==> config.mk <==
export PLATFORM = sky130hd
export DESIGN_NAME = uart_rx
export DESIGN_NICKNAME = d
export VERILOG_FILES = /design/src/rtl/uart_pkg.sv /design/src/rtl/uart_sync.sv /design/src/rtl/uart_rx.sv
export SDC_FILE = /design/constraint.sdc
export NUM_CORES = 1
export LEC_CHECK = 0
export CORE_MARGIN = 2
export CORE_UTILIZATION = 35
export CTS_CLUSTER_DIAMETER = 80
export DETAILED_ROUTE_END_ITERATION = 6
export PLACE_DENSITY_LB_ADDON = 0.1
export REMOVE_ABC_BUFFERS = 1
export SLEW_MARGIN = 30
export SYNTH_ARGS = -nofsm -noshare
export SYNTH_HDL_FRONTEND = slang
export SYNTH_HIERARCHICAL = 1
export SYNTH_SLANG_ARGS = --single-unit
==> constraint.sdc <==
create_clock -name clk -period 5.4 [get_ports clk]
set_input_delay 1.35 -clock clk [delete_from_list [all_inputs] [get_ports clk]]
set_output_delay 1.35 -clock clk [all_outputs]
set_load 0.02 [all_outputs]
==> src/rtl/uart_pkg.sv <==
// Shared UART definitions: receiver state encoding and the baud divider used
// by both the transmitter and the receiver.
package uart_pkg;

    typedef enum logic [1:0] {
        IDLE  = 2'd0,
        START = 2'd1,
        DATA  = 2'd2,
        STOP  = 2'd3
    } uart_rx_state;

    function automatic int baud_divider(input int clk_frequency, input int baud_rate);
        return clk_frequency / baud_rate;
    endfunction

endpackage

==> src/rtl/uart_sync.sv <==
// N-flop synchroniser for a single asynchronous bit; N must be at least 2.
module uart_sync #(
    parameter int   N           = 2,
    parameter logic RESET_VALUE = 1'b1
) (
    input  logic clk,
    input  logic reset,
    input  logic d,
    output logic q
);

    logic [N-1:0] sync_reg;

    always_ff @(posedge clk or negedge reset) begin
        if (!reset) begin
            sync_reg <= {N{RESET_VALUE}};
        end else begin
            sync_reg <= {sync_reg[N-2:0], d};
        end
    end

    assign q = sync_reg[N-1];

endmodule

==> src/rtl/uart_rx.sv <==
// UART receiver: start-bit validation at mid-bit, LSB-first data sampling at
// bit centres, stop-bit check, and a one-entry valid/ready output register.
module uart_rx
    import uart_pkg::*;
#(
    parameter int CLK_FREQUENCY = 100_000_000,
    parameter int BAUD_RATE     = 115_200,
    parameter int DATA_BITS     = 8
) (
    input  logic                 clk,
    input  logic                 reset,
    input  logic                 serial_in,
    output logic [DATA_BITS-1:0] data_out,
    output logic                 rx_valid,
    input  logic                 rx_ready,
    output logic                 rx_busy,
    output logic                 framing_error,
    output logic                 overrun_error
);

    localparam int DIV   = baud_divider(CLK_FREQUENCY, BAUD_RATE);
    localparam int HALF  = DIV / 2;
    localparam int CNT_W = $clog2(DIV);
    localparam int IDX_W = (DATA_BITS > 1) ? $clog2(DATA_BITS) : 1;

    localparam logic [CNT_W-1:0] CNT_LAST = CNT_W'(DIV - 1);
    localparam logic [CNT_W-1:0] CNT_HALF = CNT_W'(HALF - 1);
    localparam logic [IDX_W-1:0] IDX_LAST = IDX_W'(DATA_BITS - 1);

    logic rxs;

    uart_sync #(
        .N           (2),
        .RESET_VALUE (1'b1)
    ) u_sync (
        .clk   (clk),
        .reset (reset),
        .d     (serial_in),
        .q     (rxs)
    );

    uart_rx_state         state_reg, state_next;
    logic [CNT_W-1:0]     cnt_reg,   cnt_next;
    logic [IDX_W-1:0]     idx_reg,   idx_next;
    logic [DATA_BITS-1:0] shift_reg, shift_next;
    logic [DATA_BITS-1:0] data_reg,  data_next;
    logic                 valid_reg, valid_next;
    logic                 armed_reg, armed_next;
    logic                 ferr_reg,  ferr_next;
    logic                 oerr_reg,  oerr_next;
    logic                 good_frame;
    logic                 accept;
    logic                 load;

    always_ff @(posedge clk or negedge reset) begin
        if (!reset) begin
            state_reg <= IDLE;
            cnt_reg   <= '0;
            idx_reg   <= '0;
            shift_reg <= '0;
            data_reg  <= '0;
            valid_reg <= 1'b0;
            armed_reg <= 1'b0;
            ferr_reg  <= 1'b0;
            oerr_reg  <= 1'b0;
        end else begin
            state_reg <= state_next;
            cnt_reg   <= cnt_next;
            idx_reg   <= idx_next;
            shift_reg <= shift_next;
            data_reg  <= data_next;
            valid_reg <= valid_next;
            armed_reg <= armed_next;
            ferr_reg  <= ferr_next;
            oerr_reg  <= oerr_next;
        end
    end

    always_comb begin
        state_next = state_reg;
        cnt_next   = cnt_reg + 1'b1;
        idx_next   = idx_reg;
        shift_next = shift_reg;
        data_next  = data_reg;
        valid_next = valid_reg;
        armed_next = armed_reg;
        ferr_next  = 1'b0;
        oerr_next  = 1'b0;
        good_frame = 1'b0;
        accept     = valid_reg & rx_ready;

        case (state_reg)
            IDLE: begin
                cnt_next = '0;
                // A line that never returned high (break) must not start a frame.
                armed_next = armed_reg | rxs;
                if (armed_reg && !rxs) begin
                    state_next = START;
                end
            end
            START: begin
                if (cnt_reg == CNT_HALF) begin
                    cnt_next = '0;
                    if (rxs) begin
                        state_next = IDLE;
                    end else begin
                        state_next = DATA;
                        idx_next   = '0;
                    end
                end
            end
            DATA: begin
                if (cnt_reg == CNT_LAST) begin
                    cnt_next            = '0;
                    shift_next[idx_reg] = rxs;
                    idx_next            = idx_reg + 1'b1;
                    if (idx_reg == IDX_LAST) begin
                        state_next = STOP;
                    end
                end
            end
            STOP: begin
                if (cnt_reg == CNT_LAST) begin
                    cnt_next   = '0;
                    state_next = IDLE;
                    if (rxs) begin
                        good_frame = 1'b1;
                    end else begin
                        ferr_next  = 1'b1;
                        armed_next = 1'b0;
                    end
                end
            end
            default: state_next = IDLE;
        endcase

        // A word can load into a full register only if it is drained this cycle.
        load      = good_frame & (~valid_reg | accept);
        oerr_next = good_frame & ~load;
        if (load) begin
            data_next  = shift_reg;
            valid_next = 1'b1;
        end else if (accept) begin
            valid_next = 1'b0;
        end
    end

    assign data_out      = data_reg;
    assign rx_valid      = valid_reg;
    assign rx_busy       = (state_reg != IDLE);
    assign framing_error = ferr_reg;
    assign overrun_error = oerr_reg;

endmodule

Word level (Yosys, flattened, before mapping)
Index checks and enable logic that the tools add are counted.
Widths: inputs -> output; s select.
- magnitude comparators: 2
- eq/ne operators: 13
- $add $sub $neg: 2
- muxes and demuxes: 28
- reduce and logical (&&, ||, !) cells: 13
- bitwise operators: 7
- operators with widths (cell ; count):
    $pmux 10 s3 ; 1
    $mux 10 ; 2
    $ne 2x2->1 const B ; 7
    $mux 2 ; 6
    $mux 1 ; 11
    $add 10x1->10 const B ; 1
    $eq 10x10->1 const B ; 1
    $eq 10x9->1 const B ; 1
    $mux 3 ; 3
    $bwmux 8 ; 1
    $pmux 2 s4 ; 1
    $reduce_bool 2->1 ; 4
    $pmux 3 s2 ; 1
    $reduce_and 5->1 ; 1
    $eq 2x2->1 const B ; 2
    $lt 3x4->1 const B ; 1
    $reduce_and 4->1 ; 1
    $add 3x1->3 const B ; 1
    $and 1x1->1 ; 3
    $demux 1 s3 ; 1
    $eq 3x3->1 const B ; 1
    $ge 3x1->1 const B ; 1
    $reduce_and 3->1 ; 1
    $eq 2x1->1 const B ; 1
    8 further kinds ; 11
- register bits: 37
- output and inout bits: 12
- input bits: 4
- word-level logic and storage cells: 75

Longest topological paths before layout
- depth in word-level cells: 6
- gate-level depth with buffers: 6
- mapped depth without buffers: 6

Modules after synthesis
Netlist, hierarchy kept.
- by module, submodules not included (module ; area each (um^2) ; cells an instance ; times used ; sequential area each (um^2)):
    uart_rx ; 1649.1 ; 133 ; 1 ; 875.8
    uart_sync ; 52.6 ; 2 ; 1 ; 52.6

Least setup slack after synthesis
Ideal clock, no wire load.
- path kind: flip-flop to output port
- start: register state_reg[0]
- end: output port rx_busy
- arrival time: 0.941 ns
- setup slack: 3.109 ns
- cell stages (with the launch flop): 4
- path buffers: 1
- path through: dfrtp_1 > clkbuf_1 > inv_1 > nand2_1
- longest elaborated chain between the ends: 1
- ends and longest elaborated chain (what ; RTL line ; text):
    from (decl) ; uart_rx.sv:42 ; uart_rx_state state_reg, state_next;
    from (signal assigned) ; uart_rx.sv:67 ; state_reg <= state_next;
    $reduce_bool 2->1 ; uart_rx.sv:150 ; assign rx_busy = (state_reg != IDLE);
    to (decl) ; uart_rx.sv:16 ; output logic rx_busy,
No other way between the ends.

Worst setup path after layout
Ends and elaborated chain as after synthesis.

==> summary.md <==
| Metric | Value |
|---|---|
| Synth warn | `6` |
| Area of the multi-input gates | `roughly 730 µm²` |
| CTS Hold Bufs | `0` |
| Layout cell share with drive strength beyond 1 | `0.214` |
| Leakage power | `just under 1 nW` |
| Routability cong. | `0.789` |
| Setup ws final | `between 2 and 2.5 ns` |
| Slew HR | `0.638` |
| I/O pins | `16` |
| Skew final | `0.00478 ns` |
| DRT Pass-1 Iters | `4` |
| WHS | `between 0.3 and 0.4 ns` |
| R2r endpoint | `shift_reg[4]` |
| Number of setup violations in the final report | `0` |
| Clk slew on worst S/H paths | `around 0.08 ns` |
| Drt wl/cell | `14.1 µm` |
| Max Clock Freq | `about 0.33 GHz` |
| Clk_lat worst skew | `~0.29 ns` |
| CP required | `about 4 ns` |
| H-tree lvl count | `2` |
| Largest register FFs | `10` |
| RSZ-0062 raised after global routing | `no` |
| Vias | `1049` |
| Antenna violations before repair | `0` |
| Worst EP arrival | `between 1.5 and 2 ns` |
| Global Route Usage Sum | `0.123` |
| Cell area after synthesis | `1700 µm²` |
| Placed insts | `200` |
| Fin. max-slew vios | `0` |
| Row count | `25` |
| Reg2Reg Setup Slack | `about 3.2 ns` |
| Die H | `73.7 µm` |
| Final min period | `3.07 ns` |
| Least-Margin Pin Slew | `0.540 ns` |
| P&R area growth vs syn | `19.5%` |
| Worst R2R Start | `cnt_reg[2]` |
| Final hold viol count | `0` |
| Setup_tns | `0 ns` |
| CTS Buf Count | `5` |
| Core footprint | `around 4700 µm²` |
| Type of the worst setup path | `reg2out` |
| VDD IR max | `roughly 0.00018 V` |
| Width of the die | `73.7 µm` |
| Crit path max fanout | `9` |
| First-pass GRT wire length | `just under 5 mm` |
| Non-Filler Instances | `around 210` |
| FFs w/ async S/R, synth | `1.00` |
| Placement Setup Slack | `about 2.5 ns` |
| Tcrit/Tclk final | `0.569` |
| Cells after synthesis | `about 140` |
| Nets | `161` |
| Crit path launch type | `flop` |
| Placed wire-length estimate | `a little under 2 mm` |
| Initial core utilization | `0.363` |
| Number of gates resized after CTS | `0` |
| Die ar. | `5440 µm²` |
| Status | `finished, final reports clean` |
| Number of synthesized flops with an enable pin | `0` |
| ANT cells | `0` |
| Fillers | `around 420` |
| Worst hold path type | `reg2reg` |
| Register area | `approximately 930 µm²` |
| Count of cell types in the netlist | `37` |
| Crit end category | `output port` |
| Number of synthesized register bits | `37` |
| Number of vias per cell | `a little over 5` |
| Sequential share of the synthesized area | `0.546` |
| Worst r2r path cells | `4` |
| Max cap viols | `0` |
| WL final | `2.93 mm` |
| IO Port Bufs | `15` |
| Post-CTS setup buffers | `0` |
| Crit path from | `state_reg[0]` |
| Post-Route Utilization | `0.433` |
| Vias in the first global route | `991` |
| Largest net degree at the start of global routing | `38` |
| Detail Route Antenna Nets | `0` |
| Clk buf depth | `2` |
| Power density cells | `344 nW/µm²` |
| Congestion Overflow GR | `0` |
| Ys flop type | `dfrtp_1` |
| Setup crit end | `rx_busy` |
| CTS tree | `done` |
| Root buf cell | `clkbuf_8` |
| Syn_area_per_cell | `between 10 and 15 µm²` |
| Sink Count | `37` |
| DRT iter0 DRCs | `74` |
| Hold path depth | `0` |
| DRC viols | `0` |
synth_stat cells (2+ instances only):
master    instances  area share
a21oi_1           3      0.0088
a22o_2            2       0.012
clkbuf_1          3      0.0066
dfrtp_1          35        0.51
dfstp_2           2       0.031
ha_1              4       0.029
inv_1             3      0.0066
mux2_1            5       0.033
mux2_2           12       0.079
nand2_1           6       0.013
nand3_1           3      0.0088
nand3b_1          2      0.0088
nand4_1           3       0.011
nand4b_1          3       0.015
nor2_1           13       0.029
nor3_1            5       0.015
nor4bb_1          2       0.012
o21ai_0           4       0.012
xnor2_1           3       0.015
xor2_1            5       0.026
report_power, final:
group | total (mW) | switching, mW | internal (mW)
registers | 0.345 | 0.0397 | 0.305
logic | 0.0703 | 0.0347 | 0.0355
clock network | 0.285 | 0.102 | 0.184
total | 0.700 | 0.176 | 0.524
worst min-delay path by stage:
stage | startpoint | to | slack [ns]
2_1_floorplan | u_sync/sync_reg[0] | u_sync/sync_reg[1] | 0.35
3_3_place_gp | u_sync/sync_reg[0] | u_sync/sync_reg[1] | 0.35
3_5_place_dp | u_sync/sync_reg[0] | u_sync/sync_reg[1] | 0.35
4_1_cts | u_sync/sync_reg[0] | u_sync/sync_reg[1] | 0.37
5_1_grt | u_sync/sync_reg[0] | u_sync/sync_reg[1] | 0.37
6_report | u_sync/sync_reg[0] | u_sync/sync_reg[1] | 0.36
area by class of cell:
class | count | area share
Clock buffer | 5 | 0.0338
Inverter | 3 | 0.00554
Sequential cell | 37 | 0.457
Tap cell | 54 | 0.0332
Multi-Input combinational cell | 90 | 0.361
Clock inverter | 3 | 0.0320
Timing Repair Buffer | 16 | 0.0775
metrics by stage:
stage,power [mW],cell area [µm²]
2_1_floorplan,0.396,1670
3_3_place_gp,0.421,1900
3_5_place_dp,0.423,1900
4_1_cts,0.713,2030
5_1_grt,0.743,2030
6_report,0.700,2030
critical path, stage by stage, from the launching register on:
cell and delay (ns):
dfrtp_1 0.54, inv_1 0.16, nand2_1 0.12, clkdlybuf4s50_1 0.61
layout by cell type, fill, tap and decap left out, types with 2 or more instances in the layout:
master	synthesis	layout
dfrtp_1	35	35
clkdlybuf4s50_1	0	15
nor2_1	13	13
mux2_2	12	12
nand2_1	6	6
xor2_1	5	5
nor3_1	5	5
mux2_1	5	5
clkbuf_8	0	5
o21ai_0	4	4
ha_1	4	4
inv_1	3	3
nand4_1	3	3
nand3_1	3	3
xnor2_1	3	3
nand4b_1	3	3
a21oi_1	3	3
nor4bb_1	2	2
nand3b_1	2	2
a22o_2	2	2
bufinv_16	0	2
dfstp_2	2	2
per-layer routing:
layer	GRT usage	vias up	wire length [µm]
li1	-	524	-
met1	0.177	499	1510
met2	0.158	19	1250
met3	0.0398	7	103
met4	0.0727	0	65
met5	0	-	0
cell families after synthesis:
kind of cell / Yosys count / synth area share
AO/OA/AOI/OAI: 12 / 0.0500
multiplexers: 17 / 0.112
XOR/XNOR: 8 / 0.0412
adder cells (fa/ha/maj): 4 / 0.0294
flip-flops: 37 / 0.546
AND/OR/NAND/NOR: 49 / 0.199
buffers and inverters: 8 / 0.0228
(Power assumes the default switching activity.)
==> variant: new RTL, same flow settings <==
`RESET_VALUE` is set to 1'b1 in 2 places; all go to 1'b0.
--- a/src/rtl/uart_sync.sv
+++ b/src/rtl/uart_sync.sv
@@ -3,3 +3,3 @@
     parameter int   N           = 2,
-    parameter logic RESET_VALUE = 1'b1
+    parameter logic RESET_VALUE = 1'b0
 ) (
--- a/src/rtl/uart_rx.sv
+++ b/src/rtl/uart_rx.sv
@@ -33,3 +33,3 @@
         .N           (2),
-        .RESET_VALUE (1'b1)
+        .RESET_VALUE (1'b0)
     ) u_sync (
Behaviour: not the same (Yosys sat finds a counterexample within 4 cycles, from zero or initial values and one cycle with reset low).
==> variant against the original RTL <==
- wire length fell by 3.9%
- global-route usage fell by 0.33 points
- total power fell by 14%
- cell area fell by 3.1%
- area after synthesis fell by 0.15%
- sequential cell count did not move
- maximum frequency rose by 0.28%
- worst setup slack improved by 8.6 ps
==> variant: results (changes against the original RTL) <==
The flow ran to the end, and the final reports show no timing, DRC or antenna violations. The number of placed cells counting well taps came out at 199 (-0.50%). The initial antenna violation count is 0 (unchanged).

The half-perimeter wire length after placement is 1916 um (-2.4%). The average wire per cell in the routed design is 13.67 um (-3.0%). The total number of vias is 1044 (-0.48%). By area the synthesized netlist is led by dfrtp_1 (54%), mux2_2 (8.0%), mux2_1 (3.3%), ha_1 (2.9%), nor2_1 (2.9%). The layout net count is 160 (-0.62%). The commonest cells after synthesis are dfrtp_1 (37), nor2_1 (13), mux2_2 (12). The count of non-filler cells in the finished layout came out at 206 (-0.96%). The leakage component of the power is 0.9452 nW (-2.7%). The start point of the worst hold path is u_sync/sync_reg[0]. The total of cells resized after clock tree synthesis is 0 (unchanged). The count of inserted antenna diode cells was 0 (unchanged). The share of synthesized area occupied by flip-flops and latches came out at 54.49% (-0.067 points). For hold timing, the worst endpoint is u_sync/sync_reg[1]. The number of different library cells in the post-synthesis netlist came out at 36 (-2.7%). The final setup skew came out at 5.469 ps (+0.6866 ps). The normalized max-slew margin came out at 46.92% (-17 points). The internal power contribution is 440.5 uW (-16%). The number of global-route vias before repair is 966 (-2.5%). The overall routing resource usage came out at 11.97% (-0.33 points). The depth of the worst register-to-register path came out at 4 (unchanged). The average footprint of a synthesized cell is 12.59 sq um (-0.15%).

The filler cell count in the final layout is 442 (+4.5%). The fraction of layout instances using a drive strength above 1 came out at 19.08% (-2.3 points). The worst hold slack came to 349.7 ps (-13.34 ps). The instance area at placement came to 1884 sq um (-0.79%). The slowest stage of the critical path is the clkdlybuf4s50_1 cell. The routability-driven placement congestion ratio is 0.7683 (-2.6%). The minimum setup slack after placement came out at 2606 ps (+66.45 ps). The count of buffers from port buffering came out at 15 (unchanged).

The first-pass GRT wire length came out at 4788 um (-2.0%). The number of buffers on the longest clock path came out at 2 (unchanged). The flop-to-flop setup slack came to 3230 ps (+20 ps). The maximum vdd drop came to 133.4 uV (-25%). The iteration-0 DRC count of the detailed router is 58 (-22%).
## variant: kinds of logic after synthesis
| logic type | share of synthesized area [%] |
|---|---|
| AND/OR/NAND/NOR | 19.88 |
| flip-flops | 54.49 |
| multiplexers | 11.27 |
| AO/OA/AOI/OAI | 5.007 |
| XOR/XNOR | 4.124 |
| buffers and inverters | 2.282 |
| adder cells (fa/ha/maj) | 2.946 |
## variant: layout make-up
cell class,instances,area [sq um],area share [%]
well taps,54,67.56,3.429
repair buffers,15,145.1,7.365
inverters,3,11.26,0.5714
multi-input cells,90,734.5,37.27
clock buffers,7,86.33,4.381
flip-flops and latches,37,925.9,46.98
## variant: critical path: cells and delay by family, from the launching register on
family | cells | cell delay (ps)
DFF | 1 | 540
buffers and inverters | 2 | 770
and+or+nand+nor | 1 | 120
## variant: metal layers
layer / share of wire (%) / global-route usage, % / vias up / routed length [um]
li1: - / - / 515 / -
met1: 50 / 15.84 / 506 / 1407
met2: 45 / 17.66 / 18 / 1254
met3: 3.6 / 4.115 / 5 / 100
met4: 1.9 / 5.455 / 0 / 53
met5: 0 / 0 / - / 0
## variant: power by group through the flow
stage / clock (mW) / sequential [mW] / combinational [mW]
detailed placement: 0 / 0.350 / 0.0720
global placement: 0 / 0.350 / 0.0698
CTS: 0.199 / 0.344 / 0.0722
finish: 0.191 / 0.344 / 0.0699
floorplan: 0 / 0.341 / 0.0550
global route: 0.211 / 0.350 / 0.0829
## variant: how the worst max path moves through the flow
stage | endpoint | slack, ps | cells past startpoint
floorplan | data_out[0] | 3240 | 3
global placement | data_out[1] | 2620 | 4
detailed placement | data_out[0] | 2610 | 4
CTS | rx_busy | 2310 | 3
global route | rx_busy | 2220 | 3
finish | rx_busy | 2340 | 3
